==> src/rtl/battleship_pkg.sv <==
// Shared definitions for the battleship boards: board geometry, tile codes
// stored in the board RAM, game-control op codes, writer response codes and
// the writer FSM state type. The display block decodes the same tile codes.
package battleship_pkg;

    localparam logic [3:0] BOARD_DIM = 4'd10;
    localparam logic [2:0] MAX_LEN   = 3'd5;

    typedef enum logic [1:0] {
        TileEmpty = 2'd0,
        TileMiss  = 2'd1,
        TileHit   = 2'd2,
        TileShip  = 2'd3
    } tile_e;

    typedef enum logic [1:0] {
        OpNop   = 2'd0,
        OpClear = 2'd1,
        OpPlace = 2'd2,
        OpShot  = 2'd3
    } op_e;

    typedef enum logic [1:0] {
        RspOk     = 2'd0,
        RspReject = 2'd1,
        RspHit    = 2'd2,
        RspMiss   = 2'd3
    } rsp_e;

    typedef enum logic [3:0] {
        StIdle,
        StClr,
        StChk,
        StChkLast,
        StPlaceWr,
        StShotRd,
        StShotWait,
        StShotWr,
        StResp
    } wr_state_e;

    // Board RAM address: column in the upper nibble, row in the lower one.
    function automatic logic [9:0] cell_addr(input logic [3:0] x, input logic [3:0] y);
        return {2'b00, x, y};
    endfunction

endpackage

==> src/rtl/board_cell_iter.sv <==
// Ship cell address generator.
// Ports:
//   x_i, y_i  start column / row of the ship
//   vert_i    0: step along x, 1: step along y
//   step_i    cell index along the ship (0 = start cell)
//   addr_o    packed board RAM address of that cell
module board_cell_iter
    import battleship_pkg::*;
(
    input  logic [3:0] x_i,
    input  logic [3:0] y_i,
    input  logic       vert_i,
    input  logic [2:0] step_i,
    output logic [9:0] addr_o
);

    logic [3:0] step_ext;
    logic [3:0] cell_x;
    logic [3:0] cell_y;

    always_comb begin
        step_ext = {1'b0, step_i};
        cell_x   = x_i;
        cell_y   = y_i;
        if (vert_i) begin
            cell_y = y_i + step_ext;
        end else begin
            cell_x = x_i + step_ext;
        end
        addr_o = cell_addr(cell_x, cell_y);
    end

endmodule

==> src/rtl/board_ram_writer.sv <==
// Write-side owner of one player board RAM. Executes CLEAR, PLACE and SHOT
// commands via the RAM's single read/write port with bounds and collision
// checks, reports a result code per command and tracks surviving ship cells.
// Ports:
//   clk, rst                 clock, synchronous active-high reset
//   cmd_valid/cmd_ready      command handshake (ready only while idle)
//   cmd_op/x/y/len/vert      command fields, latched at accept
//   ram_addr/we/wdata/rdata  board RAM port (read data one cycle after address)
//   rsp_valid/rsp_code       completion pulse and held result code
//   cells_left, all_sunk     surviving ship cells and fleet-destroyed flag
module board_ram_writer
    import battleship_pkg::*;
#(
    parameter int unsigned RAM_RD_LAT = 1
) (
    input  logic       clk,
    input  logic       rst,
    input  logic       cmd_valid,
    output logic       cmd_ready,
    input  logic [1:0] cmd_op,
    input  logic [3:0] cmd_x,
    input  logic [3:0] cmd_y,
    input  logic [2:0] cmd_len,
    input  logic       cmd_vert,
    output logic [9:0] ram_addr,
    output logic       ram_we,
    output logic [1:0] ram_wdata,
    input  logic [1:0] ram_rdata,
    output logic       rsp_valid,
    output logic [1:0] rsp_code,
    output logic [4:0] cells_left,
    output logic       all_sunk
);

    // The check/shot sequencing assumes the read data returns one cycle after the address.
    if (RAM_RD_LAT != 1) begin : g_bad_rd_lat
        $error("board_ram_writer supports RAM_RD_LAT == 1 only");
    end

    wr_state_e  state_q, state_d;
    logic [3:0] x_q, x_d;
    logic [3:0] y_q, y_d;
    logic [2:0] len_q, len_d;
    logic       vert_q, vert_d;
    logic [2:0] idx_q, idx_d;
    logic [7:0] clr_cnt_q, clr_cnt_d;
    logic [9:0] ram_addr_q, ram_addr_d;
    logic       ram_we_q, ram_we_d;
    logic [1:0] ram_wdata_q, ram_wdata_d;
    logic       rsp_valid_q, rsp_valid_d;
    logic [1:0] rsp_code_q, rsp_code_d;
    logic [4:0] cells_left_q, cells_left_d;
    logic       all_sunk_q, all_sunk_d;
    logic       placed_q, placed_d;
    logic       cmd_ready_q, cmd_ready_d;

    logic [3:0] start_step;
    logic [4:0] end_step;
    logic       shot_legal;
    logic       place_legal;
    logic [5:0] place_sum;
    logic [2:0] iter_step;
    logic [9:0] iter_addr;

    // Address of the next ship cell; CHK_LAST rewinds to cell 0 for the write pass.
    assign iter_step = (state_q == StChkLast) ? 3'd0 : idx_q + 3'd1;

    board_cell_iter u_cell_iter (
        .x_i    (x_q),
        .y_i    (y_q),
        .vert_i (vert_q),
        .step_i (iter_step),
        .addr_o (iter_addr)
    );

    always_comb begin
        start_step  = cmd_vert ? cmd_y : cmd_x;
        end_step    = {1'b0, start_step} + {2'b00, cmd_len} - 5'd1;
        shot_legal  = (cmd_x < BOARD_DIM) && (cmd_y < BOARD_DIM);
        place_legal = shot_legal && (cmd_len != 3'd0) && (cmd_len <= MAX_LEN) &&
                      (end_step < {1'b0, BOARD_DIM});
        place_sum   = {1'b0, cells_left_q} + {3'b000, len_q};
    end

    always_comb begin
        state_d      = state_q;
        x_d          = x_q;
        y_d          = y_q;
        len_d        = len_q;
        vert_d       = vert_q;
        idx_d        = idx_q;
        clr_cnt_d    = clr_cnt_q;
        ram_addr_d   = ram_addr_q;
        ram_we_d     = 1'b0;
        ram_wdata_d  = ram_wdata_q;
        rsp_valid_d  = 1'b0;
        rsp_code_d   = rsp_code_q;
        cells_left_d = cells_left_q;
        placed_d     = placed_q;

        unique case (state_q)
            StIdle: begin
                if (cmd_valid) begin
                    x_d    = cmd_x;
                    y_d    = cmd_y;
                    len_d  = cmd_len;
                    vert_d = cmd_vert;
                    case (cmd_op)
                        OpClear: begin
                            state_d     = StClr;
                            clr_cnt_d   = 8'd0;
                            ram_addr_d  = 10'd0;
                            ram_we_d    = 1'b1;
                            ram_wdata_d = TileEmpty;
                        end
                        OpPlace: begin
                            if (place_legal) begin
                                state_d    = StChk;
                                idx_d      = 3'd0;
                                ram_addr_d = cell_addr(cmd_x, cmd_y);
                            end else begin
                                state_d     = StResp;
                                rsp_valid_d = 1'b1;
                                rsp_code_d  = RspReject;
                            end
                        end
                        OpShot: begin
                            if (shot_legal) begin
                                state_d    = StShotRd;
                                ram_addr_d = cell_addr(cmd_x, cmd_y);
                            end else begin
                                state_d     = StResp;
                                rsp_valid_d = 1'b1;
                                rsp_code_d  = RspReject;
                            end
                        end
                        default: ;
                    endcase
                end
            end

            StClr: begin
                if (clr_cnt_q == 8'hFF) begin
                    state_d      = StResp;
                    rsp_valid_d  = 1'b1;
                    rsp_code_d   = RspOk;
                    cells_left_d = 5'd0;
                    placed_d     = 1'b0;
                end else begin
                    clr_cnt_d  = clr_cnt_q + 8'd1;
                    ram_addr_d = {2'b00, clr_cnt_q + 8'd1};
                    ram_we_d   = 1'b1;
                end
            end

            StChk: begin
                // rdata now belongs to the cell issued last cycle (none yet at idx 0).
                if ((idx_q != 3'd0) && (ram_rdata != TileEmpty)) begin
                    state_d     = StResp;
                    rsp_valid_d = 1'b1;
                    rsp_code_d  = RspReject;
                end else if (idx_q == len_q - 3'd1) begin
                    state_d = StChkLast;
                end else begin
                    idx_d      = idx_q + 3'd1;
                    ram_addr_d = iter_addr;
                end
            end

            StChkLast: begin
                if (ram_rdata != TileEmpty) begin
                    state_d     = StResp;
                    rsp_valid_d = 1'b1;
                    rsp_code_d  = RspReject;
                end else begin
                    state_d     = StPlaceWr;
                    idx_d       = 3'd0;
                    ram_addr_d  = iter_addr;
                    ram_we_d    = 1'b1;
                    ram_wdata_d = TileShip;
                end
            end

            StPlaceWr: begin
                if (idx_q == len_q - 3'd1) begin
                    state_d      = StResp;
                    rsp_valid_d  = 1'b1;
                    rsp_code_d   = RspOk;
                    cells_left_d = place_sum[5] ? 5'd31 : place_sum[4:0];
                    placed_d     = 1'b1;
                end else begin
                    idx_d      = idx_q + 3'd1;
                    ram_addr_d = iter_addr;
                    ram_we_d   = 1'b1;
                end
            end

            StShotRd: begin
                state_d = StShotWait;
            end

            StShotWait: begin
                if (ram_rdata == TileShip) begin
                    state_d     = StShotWr;
                    ram_we_d    = 1'b1;
                    ram_wdata_d = TileHit;
                end else if (ram_rdata == TileEmpty) begin
                    state_d     = StShotWr;
                    ram_we_d    = 1'b1;
                    ram_wdata_d = TileMiss;
                end else begin
                    state_d     = StResp;
                    rsp_valid_d = 1'b1;
                    rsp_code_d  = RspReject;
                end
            end

            StShotWr: begin
                state_d     = StResp;
                rsp_valid_d = 1'b1;
                if (ram_wdata_q == TileHit) begin
                    rsp_code_d = RspHit;
                    if (cells_left_q != 5'd0) begin
                        cells_left_d = cells_left_q - 5'd1;
                    end
                end else begin
                    rsp_code_d = RspMiss;
                end
            end

            StResp: begin
                state_d = StIdle;
            end

            default: begin
                state_d = StIdle;
            end
        endcase

        all_sunk_d  = (cells_left_d == 5'd0) && placed_d;
        cmd_ready_d = (state_d == StIdle);
    end

    always_ff @(posedge clk) begin
        if (rst) begin
            state_q      <= StIdle;
            x_q          <= 4'd0;
            y_q          <= 4'd0;
            len_q        <= 3'd0;
            vert_q       <= 1'b0;
            idx_q        <= 3'd0;
            clr_cnt_q    <= 8'd0;
            ram_addr_q   <= 10'd0;
            ram_we_q     <= 1'b0;
            ram_wdata_q  <= 2'd0;
            rsp_valid_q  <= 1'b0;
            rsp_code_q   <= 2'd0;
            cells_left_q <= 5'd0;
            all_sunk_q   <= 1'b0;
            placed_q     <= 1'b0;
            cmd_ready_q  <= 1'b1;
        end else begin
            state_q      <= state_d;
            x_q          <= x_d;
            y_q          <= y_d;
            len_q        <= len_d;
            vert_q       <= vert_d;
            idx_q        <= idx_d;
            clr_cnt_q    <= clr_cnt_d;
            ram_addr_q   <= ram_addr_d;
            ram_we_q     <= ram_we_d;
            ram_wdata_q  <= ram_wdata_d;
            rsp_valid_q  <= rsp_valid_d;
            rsp_code_q   <= rsp_code_d;
            cells_left_q <= cells_left_d;
            all_sunk_q   <= all_sunk_d;
            placed_q     <= placed_d;
            cmd_ready_q  <= cmd_ready_d;
        end
    end

    assign cmd_ready  = cmd_ready_q;
    assign ram_addr   = ram_addr_q;
    assign ram_we     = ram_we_q;
    assign ram_wdata  = ram_wdata_q;
    assign rsp_valid  = rsp_valid_q;
    assign rsp_code   = rsp_code_q;
    assign cells_left = cells_left_q;
    assign all_sunk   = all_sunk_q;

endmodule

==> config.mk <==
export PLATFORM = sky130hd
export DESIGN_NAME = board_ram_writer
export DESIGN_NICKNAME = d
export VERILOG_FILES = /design/src/rtl/battleship_pkg.sv /design/src/rtl/board_cell_iter.sv /design/src/rtl/board_ram_writer.sv
export SDC_FILE = /design/constraint.sdc
export NUM_CORES = 1
export LEC_CHECK = 0
export CAP_MARGIN = 25
export CORE_AREA = 4 4 105 97
export DETAILED_ROUTE_END_ITERATION = 7
export DIE_AREA = 0 0 109 101
export PLACE_DENSITY = 0.6
export SYNTH_ARGS = -nofsm -noshare
export SYNTH_HDL_FRONTEND = slang
export SYNTH_SLANG_ARGS = --single-unit
==> constraint.sdc <==
create_clock -name clk -period 5 [get_ports clk]
set_clock_uncertainty 0.2 [all_clocks]
set_input_delay 1 -clock clk [delete_from_list [all_inputs] [get_ports clk]]
set_output_delay 1 -clock clk [all_outputs]
set_load 0.01 [all_outputs]
==> impl_metrics.prom, run 1 <==
# TYPE chip_impl_metric gauge
chip_impl_metric{name="ios",unit=""} 42
chip_impl_metric{name="clkTransAtPathRegs",unit="ns"} 0.10
chip_impl_metric{name="instance_area_after_placement",unit="mm²"} 0.004009
chip_impl_metric{name="cts_sinks",unit=""} 49
chip_impl_metric{name="drc",unit=""} 0
chip_impl_metric{name="width_of_the_die",unit="µm"} 109
chip_impl_info{name="timing.setup.critical_path_class",value="input port to register"} 1
chip_impl_metric{name="post_cts_buffers",unit=""} 0
chip_impl_info{name="post_synth_main_area_contributors",value="sky130_fd_sc_hd__dfxtp_1, sky130_fd_sc_hd__ha_1, sky130_fd_sc_hd__a21oi_1, sky130_fd_sc_hd__nand2_1, sky130_fd_sc_hd__nor2_1"} 1
chip_impl_metric{name="nets",unit=""} 532
chip_impl_metric{name="grt-ovfl-total",unit=""} 0
chip_impl_metric{name="asyncSetResetFlopFracSynth",unit="%"} 0
chip_impl_metric{name="worstPathRequired",unit="ns"} 5.05
chip_impl_info{name="cp_slowest_cell",value="sky130_fd_sc_hd__clkdlybuf4s50_1"} 1
chip_impl_metric{name="ys_seq_elements",unit=""} 49
chip_impl_metric{name="power_leakage",unit="nW"} 1.551
chip_impl_metric{name="finalSetupTns",unit="ns"} 0
chip_impl_metric{name="synth-edff-count",unit=""} 0
chip_impl_metric{name="drt_pre_antenna_iters",unit=""} 5
chip_impl_info{name="critical_path.startpoint",value="cmd_vert"} 1
chip_impl_metric{name="synth-adder-area-share",unit="%"} 11.06
chip_impl_info{name="synth_largest_area_cell",value="sky130_fd_sc_hd__dfxtp_1"} 1
chip_impl_info{name="holdCritStartpoint",value="len_q[1]"} 1
chip_impl_metric{name="count_of_port_buffers_added_during_placement",unit=""} 39
chip_impl_metric{name="report.final.hold_viol_count",unit=""} 0
chip_impl_metric{name="final_util",unit="%"} 45.61
chip_impl_metric{name="rows",unit=""} 33
chip_impl_metric{name="drt-total-wl",unit="mm"} 9.966
chip_impl_info{name="worst_hold_path_type",value="register to register"} 1
chip_impl_metric{name="place_hpwl",unit="mm"} 7.704
chip_impl_metric{name="fraction_of_synthesized_cell_area_taken_by_the_top_area_cell_type",unit="%"} 27.63
chip_impl_metric{name="num_antenna_cells",unit=""} 0
chip_impl_metric{name="max_freq",unit="MHz"} 239.9
chip_impl_info{name="endpoint_kind",value="register"} 1
chip_impl_metric{name="grt_antenna_before_repair",unit=""} 0
chip_impl_metric{name="synthesized_area_per_cell",unit="µm²"} 7.736
chip_impl_metric{name="final_layout_size_suffix_gt1_share",unit="%"} 3.918
chip_impl_info{name="synth_top_family_by_area",value="compound AO/OA/AOI/OAI gates"} 1
chip_impl_metric{name="floorplan.initialDensity",unit="%"} 39.27
chip_impl_info{name="rsz0062_at_grt",value="false"} 1
chip_impl_metric{name="finish.instance_area",unit="mm²"} 0.004124
chip_impl_metric{name="antenna_left",unit=""} 0
chip_impl_metric{name="post-route-min-period",unit="ns"} 4.168
chip_impl_info{name="cts.root.buffer_cell",value="sky130_fd_sc_hd__clkbuf_8"} 1
chip_impl_metric{name="synth_xor_xnor_area_share",unit="%"} 4.123
chip_impl_info{name="outcome",value="finished, final reports clean"} 1
chip_impl_metric{name="synth_mux_area_share",unit="%"} 2.572
chip_impl_metric{name="worst-path-max-fanout",unit=""} 6
chip_impl_metric{name="placed_cells",unit=""} 599
chip_impl_metric{name="num_vias",unit=""} 3438
chip_impl_metric{name="tritoncts.num_buffers",unit=""} 5
chip_impl_metric{name="cp_num_buf_inv",unit=""} 2
chip_impl_metric{name="first_global_vias",unit=""} 3158
chip_impl_metric{name="synth.yosys.warnings",unit=""} 0
chip_impl_metric{name="cts.htree.levels",unit=""} 2
chip_impl_metric{name="die_y",unit="µm"} 101
chip_impl_metric{name="finalNonFillerCells",unit=""} 607
chip_impl_metric{name="tightestPinTransition",unit="ns"} 0.7633
chip_impl_metric{name="drv_slew",unit=""} 0
chip_impl_info{name="ys_dominant_reg_cell",value="sky130_fd_sc_hd__dfxtp_1"} 1
chip_impl_info{name="crit_path_cell_trace",value="clkdlybuf4s50_1 > mux2i_1 > ha_1 > inv_1 > ha_1 > fa_1 > o22ai_1 > a21oi_1 > a2111oi_2 > o221ai_1 > or4b_1 > a21oi_1"} 1
chip_impl_metric{name="area_growth_syn_to_layout",unit="%"} 16.14
chip_impl_metric{name="grt_pass1_wl",unit="mm"} 16.22
chip_impl_metric{name="report.final.setup_viol",unit=""} 0
chip_impl_metric{name="whs",unit="ns"} 0.2921
chip_impl_metric{name="via_per_inst",unit=""} 5.664
chip_impl_metric{name="proportion_of_synthesized_chip_area_in_sequential_cells",unit="%"} 27.63
chip_impl_metric{name="worst_skew_pair.late_latency",unit="ns"} 0.31
chip_impl_metric{name="gp_congestion",unit=""} 0.8933
chip_impl_metric{name="avgRoutedWirePerCell",unit="µm"} 16.42
chip_impl_metric{name="yosysUniqueCellTypes",unit=""} 64
chip_impl_metric{name="synthCells",unit=""} 459
chip_impl_metric{name="globalRouteTotalUtil",unit="%"} 18.42
chip_impl_metric{name="cp_slowest_stage_delay",unit="ns"} 0.61
chip_impl_metric{name="power_density",unit="mW/mm²"} 235.5
chip_impl_metric{name="ir_worst_vdd",unit="V"} 0.0001215
chip_impl_metric{name="cp.arrival",unit="ns"} 4.22
chip_impl_metric{name="largest_net_degree_at_the_start_of_global_routing",unit=""} 38
chip_impl_metric{name="maxCapViolCount",unit=""} 0
chip_impl_metric{name="r2r_slack",unit="ns"} 1.58
chip_impl_metric{name="synth.cell_area",unit="mm²"} 0.003551
chip_impl_metric{name="fillers",unit=""} 928
chip_impl_metric{name="synth-simple-area-share",unit="%"} 23.26
chip_impl_metric{name="slew-limit-headroom",unit="%"} 47.80
chip_impl_metric{name="number_of_design_rule_violations_left_by_the_first_detailed_router_iteration",unit=""} 363
chip_impl_metric{name="cts_resized",unit=""} 0
chip_impl_metric{name="cts_hold_repair.buffers",unit=""} 0
chip_impl_info{name="clock_tree_from_tritoncts",value="done"} 1
chip_impl_metric{name="floorplan.die_area",unit="mm²"} 0.01101
chip_impl_metric{name="cts.path.max_buffers",unit=""} 2
chip_impl_metric{name="synth-compound-area-share",unit="%"} 25.26
chip_impl_metric{name="period_share",unit="%"} 83.36
chip_impl_info{name="critical_path.top_delay_family",value="compound AO/OA/AOI/OAI gates"} 1
chip_impl_info{name="startpoint_type",value="input port"} 1
chip_impl_info{name="r2r-start",value="state_q[2]"} 1
chip_impl_metric{name="placeableCoreArea",unit="mm²"} 0.009042
[final timing paths]
path	to	cells past startpoint
setup / recovery	idx_q[2]	12
hold / removal	len_q[1]	2
setup reg to reg	ram_addr[3]	6
hold reg to reg	len_q[1]	2
[power breakdown]
part	switching [mW]	total, mW	internal, mW
Clock	0.151	0.301	0.150
Combinational	0.130	0.234	0.104
Sequential	0.0237	0.437	0.413
Total	0.304	0.971	0.667
[cell usage in the layout (no fill, tap or decap), drive strengths merged, types with 8 or more instances in the layout]
| cell | count |
|---|---|
| a211oi | 10 |
| a21oi | 45 |
| a31oi | 11 |
| and2 | 8 |
| clkdlybuf4s50 | 39 |
| dfxtp | 49 |
| ha | 25 |
| inv | 29 |
| mux2i | 8 |
| nand2 | 44 |
| nand2b | 8 |
| nand3 | 11 |
| nor2 | 44 |
| nor2b | 9 |
| nor3 | 12 |
| o21ai | 26 |
| xnor2 | 9 |
[cell usage after synthesis (5+ instances only)]
| library cell | count |
|---|---|
| sky130_fd_sc_hd__mux2i_1 | 8 |
| sky130_fd_sc_hd__nand3_1 | 11 |
| sky130_fd_sc_hd__a211oi_1 | 10 |
| sky130_fd_sc_hd__ha_1 | 25 |
| sky130_fd_sc_hd__buf_2 | 5 |
| sky130_fd_sc_hd__a31oi_1 | 11 |
| sky130_fd_sc_hd__inv_1 | 29 |
| sky130_fd_sc_hd__clkbuf_1 | 16 |
| sky130_fd_sc_hd__dfxtp_1 | 49 |
| sky130_fd_sc_hd__xnor2_1 | 9 |
| sky130_fd_sc_hd__nor2b_1 | 9 |
| sky130_fd_sc_hd__o21ai_0 | 26 |
| sky130_fd_sc_hd__nor2_1 | 44 |
| sky130_fd_sc_hd__o22ai_1 | 5 |
| sky130_fd_sc_hd__a21oi_1 | 45 |
| sky130_fd_sc_hd__and2_1 | 7 |
| sky130_fd_sc_hd__or3_1 | 5 |
| sky130_fd_sc_hd__xor2_1 | 5 |
| sky130_fd_sc_hd__nand2b_1 | 8 |
| sky130_fd_sc_hd__nor3_1 | 12 |
| sky130_fd_sc_hd__nand2_1 | 44 |
[state kept, by name, indices dropped and copies added, names as in the netlist, 2 cells and up]
| register | cells |
|---|---|
| ram_addr | 8 |
| ram_wdata | 2 |
| len_q | 3 |
| cells_left | 5 |
| clr_cnt_q | 8 |
| x_q | 4 |
| rsp_code | 2 |
| state_q | 4 |
| y_q | 4 |
| idx_q | 3 |
[through the flow]
step / setup slack [ns] / power, mW
detailed placement: 0.4983 / 0.6774
global placement: 0.6115 / 0.6724
floorplan: 1.115 / 0.5879
global route: 0.5294 / 1.016
CTS: 0.8273 / 0.9784
finish: 0.8322 / 0.9710
[kinds of logic (layout without fill, tap and decap cells)]
| family | after synthesis | after routing |
|---|---|---|
| compound gates | 139 | 139 |
| xor+xnor | 15 | 15 |
| fa+ha+maj | 29 | 29 |
| buf+inv | 53 | 78 |
| flops | 49 | 49 |
| mux | 9 | 9 |
| other cells | 1 | 2 |
| simple gates | 164 | 164 |
[worst reg2reg max path, cell delays in order, from the launching register on]
cell                       delay [ns]
sky130_fd_sc_hd__dfxtp_1         0.78
sky130_fd_sc_hd__or4b_2          0.74
sky130_fd_sc_hd__nor4_2          0.74
sky130_fd_sc_hd__o32ai_1         0.23
sky130_fd_sc_hd__and3_1          0.35
sky130_fd_sc_hd__a21oi_1         0.18
sky130_fd_sc_hd__a211oi_1        0.07
[area by class of cell]
cell class	count	area, µm²	area share (%)
clock buffer	5	68.82	1.669
clock inverter	3	46.29	1.123
timing repair buffer	41	405.4	9.830
tap	122	152.6	3.701
multi-input combinational	358	2361	57.25
sequential	49	980.9	23.79
inverter	29	108.9	2.640
[per-layer routing]
metal / routed length (µm) / vias up / global-route usage [%] / part of all wire, %
met2: 4326 / 109 / 27.90 / 43
met3: 611 / 9 / 2.562 / 6.1
met5: 0 / - / 0 / 0
met1: 4921 / 1617 / 27.50 / 49
li1: - / 1703 / - / -
met4: 107 / 0 / 4.175 / 1.1
Note: power is estimated with default switching activity, not from simulation.
==> run 2, diff against run 1 <==
PLACE_DENSITY = 0.62   (was 0.6)
clock period = 3.5 ns   (was 5 ns; I/O delays follow)
==> run 2 against run 1 <==
  * Global-route usage up 0.46 points
  * Clock power rose by 43%
  * Largest power group unchanged
  * First-iteration DRC count fell by 21%
  * Flip-flop and latch count did not move
  * Worst hold slack lost 0.015 ns
  * Via count is 5.9% higher
  * Power grew 50%
  * Combinational power up 76%
  * Worst setup slack got worse by 0.69 ns
  * Critical path type unchanged
  * Routed wire length rose by 3.2%
  * Cell area rose by 9.6%
  * Highest routed layer unchanged
==> impl_metrics.prom, run 2 (synthesized netlist as in run 1, its figures left out) <==
# TYPE chip_impl_metric gauge
chip_impl_metric{name="avgRoutedWirePerCell",unit="µm"} 15.94
chip_impl_metric{name="max_freq",unit="MHz"} 298.1
chip_impl_metric{name="via_per_inst",unit=""} 5.645
chip_impl_metric{name="rows",unit=""} 33
chip_impl_metric{name="width_of_the_die",unit="µm"} 109
chip_impl_metric{name="final_layout_size_suffix_gt1_share",unit="%"} 14.34
chip_impl_metric{name="number_of_design_rule_violations_left_by_the_first_detailed_router_iteration",unit=""} 285
chip_impl_info{name="final_cell_mix",value="sky130_fd_sc_hd__dfxtp_1, sky130_fd_sc_hd__nand2_1, sky130_fd_sc_hd__nor2_1"} 1
chip_impl_metric{name="cts_sinks",unit=""} 49
chip_impl_info{name="rsz0062_at_grt",value="false"} 1
chip_impl_metric{name="grt_antenna_before_repair",unit=""} 0
chip_impl_metric{name="ios",unit=""} 42
chip_impl_metric{name="clkTransAtPathRegs",unit="ns"} 0.09
chip_impl_metric{name="slew-limit-headroom",unit="%"} 52.02
chip_impl_info{name="clock_tree_from_tritoncts",value="done"} 1
chip_impl_metric{name="finalSetupTns",unit="ns"} 0
chip_impl_metric{name="post-route-min-period",unit="ns"} 3.354
chip_impl_metric{name="first_global_vias",unit=""} 3355
chip_impl_metric{name="seq_power_share",unit="%"} 42.3
chip_impl_info{name="layout.cells.most_common",value="sky130_fd_sc_hd__dfxtp_1"} 1
chip_impl_metric{name="pwr-share-comb",unit="%"} 28.2
chip_impl_metric{name="gp_congestion",unit=""} 0.9100
chip_impl_metric{name="cts_hold_repair.buffers",unit=""} 0
chip_impl_metric{name="placed_cells",unit=""} 632
chip_impl_metric{name="cp.arrival",unit="ns"} 3.39
chip_impl_metric{name="nets",unit=""} 570
chip_impl_metric{name="globalRouteTotalUtil",unit="%"} 18.87
chip_impl_metric{name="cellInternalPower",unit="mW"} 1.018
chip_impl_metric{name="finalNonFillerCells",unit=""} 645
chip_impl_metric{name="ir_worst_vdd",unit="V"} 0.0002108
chip_impl_info{name="cts.root.buffer_cell",value="sky130_fd_sc_hd__clkbuf_8"} 1
chip_impl_metric{name="antenna_left",unit=""} 0
chip_impl_metric{name="floorplan.initialDensity",unit="%"} 39.27
chip_impl_metric{name="r2r_slack",unit="ns"} 0.39
chip_impl_metric{name="tritoncts.num_buffers",unit=""} 5
chip_impl_metric{name="p_sw",unit="mW"} 0.4385
chip_impl_metric{name="report.final.hold_viol_count",unit=""} 0
chip_impl_info{name="endpoint_kind",value="register"} 1
chip_impl_metric{name="report.final.setup_viol",unit=""} 0
chip_impl_metric{name="power_frac_clock",unit="%"} 29.4
chip_impl_metric{name="hold_depth",unit=""} 2
chip_impl_metric{name="period_share",unit="%"} 95.84
chip_impl_metric{name="worstPathRequired",unit="ns"} 3.54
chip_impl_metric{name="cts.path.max_buffers",unit=""} 2
chip_impl_metric{name="drt_pre_antenna_iters",unit=""} 6
chip_impl_info{name="timing.rr.end",value="ram_addr[6]"} 1
chip_impl_metric{name="count_of_port_buffers_added_during_placement",unit=""} 39
chip_impl_metric{name="floorplan.die_area",unit="mm²"} 0.01101
chip_impl_metric{name="num_antenna_cells",unit=""} 0
chip_impl_info{name="timing.setup.critical_path_class",value="input port to register"} 1
chip_impl_metric{name="drv_slew",unit=""} 0
chip_impl_metric{name="drt-total-wl",unit="mm"} 10.28
chip_impl_metric{name="num_vias",unit=""} 3641
chip_impl_metric{name="power_density",unit="mW/mm²"} 322.4
chip_impl_metric{name="power_leakage",unit="nW"} 1.833
chip_impl_info{name="worst_hold_path_type",value="register to register"} 1
chip_impl_metric{name="drc",unit=""} 0
chip_impl_metric{name="die_y",unit="µm"} 101
chip_impl_metric{name="largest_net_degree_at_the_start_of_global_routing",unit=""} 37
chip_impl_metric{name="grt-ovfl-total",unit=""} 0
chip_impl_info{name="outcome",value="finished, final reports clean"} 1
chip_impl_metric{name="worst-path-max-fanout",unit=""} 4
chip_impl_metric{name="worst_skew_pair.late_latency",unit="ns"} 0.31
chip_impl_metric{name="grt_pass1_wl",unit="mm"} 16.62
chip_impl_info{name="min_to",value="x_q[3]"} 1
chip_impl_metric{name="worstRegToRegCells",unit=""} 8
chip_impl_info{name="startpoint_type",value="input port"} 1
chip_impl_metric{name="power.switching_fraction",unit="%"} 30.10
chip_impl_info{name="r2r-start",value="state_q[1]"} 1
chip_impl_metric{name="cts.htree.levels",unit=""} 2
chip_impl_metric{name="tightestPinTransition",unit="ns"} 0.7100
chip_impl_metric{name="maxCapViolCount",unit=""} 0
chip_impl_metric{name="area_growth_syn_to_layout",unit="%"} 27.27
chip_impl_info{name="holdCritStartpoint",value="x_q[3]"} 1
chip_impl_metric{name="placeableCoreArea",unit="mm²"} 0.009042
chip_impl_metric{name="place_hpwl",unit="mm"} 7.856
-- run 2: cell types whose count changed in the layout (fill, tap and decap cells not counted), sizes merged --
cell,change
clkbuf,+3
clkinv,-1
dlymetal6s2s,+9
clkdlybuf4s50,-10
buf,+38
clkinvlp,-1
-- run 2: metrics by stage --
step / instance area (µm²) / setup slack, ns / util (%) / power (mW) / hold slack [ns]
global placement: 4257 / -0.5158 / 47.07 / 0.9953 / 0.2595
CTS: 4422 / 0.004857 / 48.90 / 1.444 / 0.2762
finish: 4519 / 0.1455 / 49.98 / 1.457 / 0.2770
global route: 4519 / 0.04147 / 49.98 / 1.529 / 0.2980
floorplan: 3556 / 0.0006859 / - / 0.8401 / 0.2481
detailed placement: 4257 / -0.6050 / 47.07 / 1.003 / 0.2623
-- run 2: worst max path at each step --
| stage | cells after the start | slack [ns] | to | startpoint |
|---|---|---|---|---|
| CTS | 13 | 0.005 | rsp_code[0] | cmd_x[1] |
| detailed placement | 12 | -0.60 | idx_q[2] | cmd_vert |
| finish | 10 | 0.15 | idx_q[2] | cmd_y[3] |
| global route | 12 | 0.04 | idx_q[2] | cmd_vert |
| floorplan | 12 | 0.0007 | idx_q[2] | cmd_vert |
| global placement | 12 | -0.52 | idx_q[2] | cmd_vert |
-- run 2: critical path, stage by stage --
cell,delay (ns)
sky130_fd_sc_hd__clkdlybuf4s50_1,0.49
sky130_fd_sc_hd__mux2_2,0.18
sky130_fd_sc_hd__inv_1,0.04
sky130_fd_sc_hd__ha_1,0.37
sky130_fd_sc_hd__nand3_1,0.16
sky130_fd_sc_hd__a21o_1,0.25
sky130_fd_sc_hd__a2111oi_4,0.33
sky130_fd_sc_hd__o221ai_2,0.19
sky130_fd_sc_hd__or4b_4,0.56
sky130_fd_sc_hd__a21oi_2,0.12
-- run 2: area by class of cell --
type | count | area (µm²)
Tap cell | 122 | 152.6
Multi-Input combinational cell | 358 | 2452
Clock inverter | 1 | 30.03
Inverter | 29 | 108.9
Timing Repair Buffer | 79 | 708.2
Fill cell | 887 | 4523
Clock buffer | 7 | 86.33
Sequential cell | 49 | 980.9
-- run 2: power by group through the flow --
stage | logic [mW] | clock network (mW) | registers (mW)
after floorplan | 0.210 | 0 | 0.630
after global placement | 0.367 | 0 | 0.628
after detailed placement | 0.373 | 0 | 0.630
after CTS | 0.389 | 0.438 | 0.617
after global routing | 0.449 | 0.459 | 0.621
final | 0.411 | 0.429 | 0.617
-- run 2: what timing repair did --
| action | 4_1_cts | 5_1_grt |
|---|---|---|
| resized for setup | 8 | 24 |
| setup buffers | 1 | 4 |
| setup endpoints to repair | 14 | 15 |
| pin swaps | 2 | 12 |
-- run 2: routing by layer --
metal / vias to the layer above / track usage [%] / wire length [µm]
li1: 1785 / - / -
met1: 1693 / 26.19 / 4653
met2: 148 / 30.41 / 4765
met3: 15 / 2.947 / 720
met4: 0 / 4.951 / 141
met5: - / 0 / 0
